<file path="config.mk">
export PLATFORM = sky130hd
export DESIGN_NAME = regbank_arbiter
export DESIGN_NICKNAME = d
export VERILOG_FILES = /design/src/rtl/regbank_arbiter.sv
export SDC_FILE = /design/constraint.sdc
export NUM_CORES = 1
export LEC_CHECK = 0
export BUFFER_PORTS_ARGS = -buffer_cell sky130_fd_sc_hd__buf_2
export CAP_MARGIN = 20
export CORE_AREA = 2 2 109 111
export DETAILED_ROUTE_END_ITERATION = 8
export DIE_AREA = 0 0 111 113
export PLACE_DENSITY = 0.87
export SLEW_MARGIN = 10
export SYNTH_ARGS = -nofsm -noshare
export SYNTH_HDL_FRONTEND = slang
export SYNTH_SLANG_ARGS = --single-unit
export TNS_END_PERCENT = 50
</file>
<file path="constraint.sdc">
create_clock -name clk -period 1.8 [get_ports clk]
set_input_delay 0.27 -clock clk [delete_from_list [all_inputs] [get_ports clk]]
set_output_delay 0.27 -clock clk [all_outputs]
set_load 0.01 [all_outputs]
</file>
<file path="src/rtl/regbank_arbiter.sv">
// regbank_arbiter: shares the clockless 32x32 register bank between core (id 0) and debug (id 1) with clean one-cycle strobes
module regbank_arbiter #(
   parameter bit CORE_PRIORITY    = 1'b1,
   parameter bit ZERO_REG_PROTECT = 1'b1
) (
   input  logic        clk,
   input  logic        rst_n,
   input  logic [1:0]  req_valid,
   output logic [1:0]  req_ready,
   input  logic [1:0]  req_write,
   input  logic [9:0]  req_rs,
   input  logic [9:0]  req_rt,
   input  logic [9:0]  req_rd,
   input  logic [63:0] req_wdata,
   output logic        rsp_valid,
   output logic        rsp_id,
   output logic [31:0] rsp_data_1,
   output logic [31:0] rsp_data_2,
   output logic [4:0]  bank_rs,
   output logic [4:0]  bank_rt,
   output logic [4:0]  bank_rd,
   output logic        bank_write_reg,
   output logic        bank_read_reg,
   output logic [31:0] bank_write_data,
   input  logic [31:0] bank_data_1,
   input  logic [31:0] bank_data_2
);
   typedef enum logic [1:0] {IDLE, SETUP, STROBE, CAPTURE} state_t;
   state_t state, state_nx;
   logic last_grant, op_id, op_write, sel;
   logic [1:0] grant;
   always_comb begin
      grant     = (&req_valid) ? ((CORE_PRIORITY || last_grant) ? 2'b01 : 2'b10) : req_valid;
      req_ready = (state == IDLE && rst_n) ? grant : 2'b00;
      sel       = req_ready[1];
      state_nx  = state == IDLE   ? ((|req_ready) ? SETUP : IDLE) :
                  state == SETUP  ? STROBE :
                  state == STROBE ? CAPTURE : IDLE;
   end
   always_ff @(posedge clk) state <= !rst_n ? IDLE : state_nx;
   // Strobes are launched from SETUP so they rise a full cycle after the addresses settle
   always_ff @(posedge clk) begin
      if (!rst_n) begin
         last_grant      <= 1'b1;
         op_id           <= 1'b0;
         op_write        <= 1'b0;
         rsp_valid       <= 1'b0;
         rsp_id          <= 1'b0;
         rsp_data_1      <= '0;
         rsp_data_2      <= '0;
         bank_rs         <= '0;
         bank_rt         <= '0;
         bank_rd         <= '0;
         bank_write_reg  <= 1'b0;
         bank_read_reg   <= 1'b0;
         bank_write_data <= '0;
      end else begin
         rsp_valid      <= state == CAPTURE;
         bank_write_reg <= state == SETUP && op_write && !(ZERO_REG_PROTECT && bank_rd == 5'd0);
         bank_read_reg  <= state == SETUP && !op_write;
         if (state == CAPTURE) rsp_id <= op_id;
         if (state == CAPTURE && !op_write) begin
            rsp_data_1 <= bank_data_1;
            rsp_data_2 <= bank_data_2;
         end
         if (|req_ready) begin
            op_id           <= sel;
            op_write        <= req_write[sel];
            last_grant      <= sel;
            bank_rs         <= sel ? req_rs[9:5] : req_rs[4:0];
            bank_rt         <= sel ? req_rt[9:5] : req_rt[4:0];
            bank_rd         <= sel ? req_rd[9:5] : req_rd[4:0];
            bank_write_data <= sel ? req_wdata[63:32] : req_wdata[31:0];
         end
      end
   end
endmodule

</file>
==> flow_metrics.py <==
metrics = {
    "clocking": {
        "number_of_cts_inserted_buffers": 17,
        "clock_insertion_delay_worst_skew_ns": 0.40,
        "buffers_from_clock_root_to_sink_at_most": 2,
        "cts_htree_levels": 4,
        "numClockSinks": 119,
        "clk_pin_slew_worst_paths_ns": 0.06,
        "cts.root.buffer_cell": "sky130_fd_sc_hd__clkbuf_16",
        "tritoncts": "done",
    },
    "worst_setup_path": {
        "critical_path.max_fanout": 4,
        "arrival_ns": 1.46,
        "timing.critical_path.from_type": "flop",
        "crit_path_end_kind": "output pin",
        "path_type_of_the_worst_setup_path": "reg -> out",
        "required_time_reported_for_the_critical_path_endpoint_ns": 1.53,
        "critPathLaunch": "state[1]",
        "rr_startpoint": "state[1]",
    },
    "timing": {
        "worst_slew_pin_slew_ns": 0.867,
        "timing.final.crit_period_ns": 1.73,
        "setup_violations": 0,
        "final_period_util": 0.962,
        "final_max_slew_viol_count": 0,
        "final-hold-violation-count": 0,
        "maxClockFrequency_mhz": 577,
        "finalClockSkew_ns": 0.0141,
        "worst_slew_margin_rel": 0.421,
        "hold_slack_ns": 0.0990,
    },
    "global_routing": {
        "pin_count_of_the_biggest_net_entering_global_routing": 121,
        "grtUsageTotal": 0.224,
        "grt_overflow_total": 0,
        "first_global_vias": 4729,
        "global_route_wire_length_before_repair_mm": 22.7,
        "number_of_antenna_violations_at_the_first_check_in_global_routing": 2,
    },
    "synth": {
        "post_synth.cell_area_avg_um2": 9.16,
        "synthesis.nets": 698,
        "synth.lib_cells_used.distinct": 29,
        "synth_async_sr_flop_share": 0,
        "ys_ff_latch": 119,
        "synth-seq-area-share": 0.491,
        "yosys_warnings": 0,
        "synthesis.instances": 530,
        "postSynth.topFlopCell": "sky130_fd_sc_hd__dfxtp_1",
        "synth-edff-count": 0,
        "syn_area_um2": 4850,
    },
    "route": {
        "detail-route-antenna-nets": 0,
        "via_per_inst": 5.06,
        "route.vias.total": 4871,
        "drcViolationCount": 0,
        "drtPass1Iterations": 5,
        "drt-initial-drc-count": 282,
        "wl_per_cell_um": 15.1,
        "finalWirelength_mm": 14.5,
    },
    "pwr": {
        "powerDensity_nw_per_um2": 1010,
        "static-leakage-power_nw": 3.38,
        "vdd_ir_drop_max_v": 0.000477,
    },
    "layout": {
        "final_layout_size_suffix_gt1_frac": 0.472,
        "nets": 972,
        "final_cell_count_no_fill": 962,
        "fin_util": 0.641,
        "final-seq-area_um2": 2380,
        "multi_input_comb_area_um2": 2290,
        "synthToLayoutAreaGrowth_pct": 49.0,
        "biggestRegsByFlops": "bank_write_data: 32 flops, rsp_data_1: 32 flops, rsp_data_2: 32 flops",
        "final.fill_count": 905,
    },
    "placement": {
        "io_buffers": 280,
        "placedCellCount": 919,
        "dp_hpwl_mm": 9.94,
        "globalplace.congestion": 0.765,
    },
    "floorplan": {
        "die_area_um2": 12500,
        "die_h_um": 113,
        "rows": 39,
        "floorplan.initialDensity": 0.430,
        "core_area_um2": 11300,
        "die_width_um": 111,
        "boundaryPins": 281,
    },
    "hold_path": {
        "min-delay-path-class": "in -> reg",
        "worst_hold_startpoint": "bank_data_1[13]",
    },
    "run_status": {
        "run_status": "complete, no violations",
    },
    "run": {
        "maxCapViolations": 0,
    },
}
layout make-up:
type	count	share of cell area
clock buffers	21	0.0651
flip-flops and latches	119	0.330
inverters	3	0.00225
clock inverters	11	0.0237
multi-input cells	361	0.317
repair buffers	302	0.237
well taps	143	0.0247
diodes	2	0.000692
critical path: stages, from the launching register on:
cell	delay [ns]
sky130_fd_sc_hd__dfxtp_2	0.33
sky130_fd_sc_hd__inv_2	0.08
sky130_fd_sc_hd__ha_4	0.15
sky130_fd_sc_hd__nand4b_1	0.18
sky130_fd_sc_hd__buf_12	0.19
sky130_fd_sc_hd__clkinv_4	0.03
sky130_fd_sc_hd__buf_6	0.08
routing by layer:
layer  track usage  share of wire  vias to the layer above
li1              -              -                     2386
met1         0.250           0.39                     2222
met2         0.391           0.50                      229
met3        0.0707          0.085                       34
met4         0.106          0.025                        0
met5             0              0                        -
path summary, 6_finish.rpt:
path / to / slack (ns) / depth (start not counted)
worst max-delay path: req_ready[1] / 0.07 / 6
worst min-delay path: rsp_data_1[13] / 0.1 / 3
worst max register to register: bank_write_data[3] / 0.07 / 8
worst min register to register: rsp_data_2[6] / 0.45 / 2
where the power goes:
group          switching (mW)  leakage, nW  internal (mW)
sequential             0.0648        0.970           2.76
combinational           0.460         2.10          0.412
clock                    1.19        0.309           2.43
cell usage in the layout, fill, tap and decap left out, types with 4 or more instances in the layout:
cell and instances:
sky130_fd_sc_hd__buf_2 279, sky130_fd_sc_hd__dfxtp_1 117, sky130_fd_sc_hd__bufinv_16 4, sky130_fd_sc_hd__a221oi_2 43, sky130_fd_sc_hd__buf_12 9, sky130_fd_sc_hd__a21boi_1 64
sky130_fd_sc_hd__buf_4 12, sky130_fd_sc_hd__o21ai_0 47, sky130_fd_sc_hd__nand2_1 131, sky130_fd_sc_hd__clkbuf_16 17, sky130_fd_sc_hd__a221oi_1 5, sky130_fd_sc_hd__nor2_1 50
sky130_fd_sc_hd__clkinv_4 4
Yosys cell counts, types with 2 or more instances:
cell	n	share of area
sky130_fd_sc_hd__nand2_1	131	0.10
sky130_fd_sc_hd__dfxtp_1	119	0.49
sky130_fd_sc_hd__a21boi_1	64	0.099
sky130_fd_sc_hd__nor2_1	50	0.039
sky130_fd_sc_hd__o21ai_0	47	0.048
sky130_fd_sc_hd__a221oi_2	38	0.12
sky130_fd_sc_hd__buf_2	29	0.030
sky130_fd_sc_hd__clkbuf_1	13	0.010
sky130_fd_sc_hd__a221oi_1	10	0.018
sky130_fd_sc_hd__ha_1	4	0.010
sky130_fd_sc_hd__nor2b_1	3	0.0039
sky130_fd_sc_hd__buf_4	2	0.0031
sky130_fd_sc_hd__buf_6	2	0.0046
sky130_fd_sc_hd__inv_1	2	0.0015
sky130_fd_sc_hd__o21ai_1	2	0.0021
repair_timing:
item	CTS	global route
pin swaps	2	2
gates cloned	1	0
endpoints found under the setup margin	1	18
hold buffers	0	0
resized for setup	4	10
setup buffers	3	5
cells by family after synthesis:
kind of cell    Yosys count  share of synthesized area
fa+ha+maj                 4                     0.0103
compound gates          164                      0.291
buf+inv                  50                     0.0508
flops                   119                      0.491
simple gates            192                      0.155
mux                       1                    0.00206
stage by stage:
step / setup TNS, ns / setup slack (ns) / cell area [um^2] / total power [mW]
2_1_floorplan: 0 / 0.410 / 4850 / 3.27
3_3_place_gp: 0 / 0.178 / 6430 / 3.68
3_5_place_dp: 0 / 0.0760 / 6430 / 3.69
4_1_cts: 0 / 0.00514 / 7140 / 7.37
5_1_grt: -0.0728 / -0.0652 / 7230 / 7.60
6_report: 0 / 0.0680 / 7230 / 7.32
(Power assumes the default switching activity.)
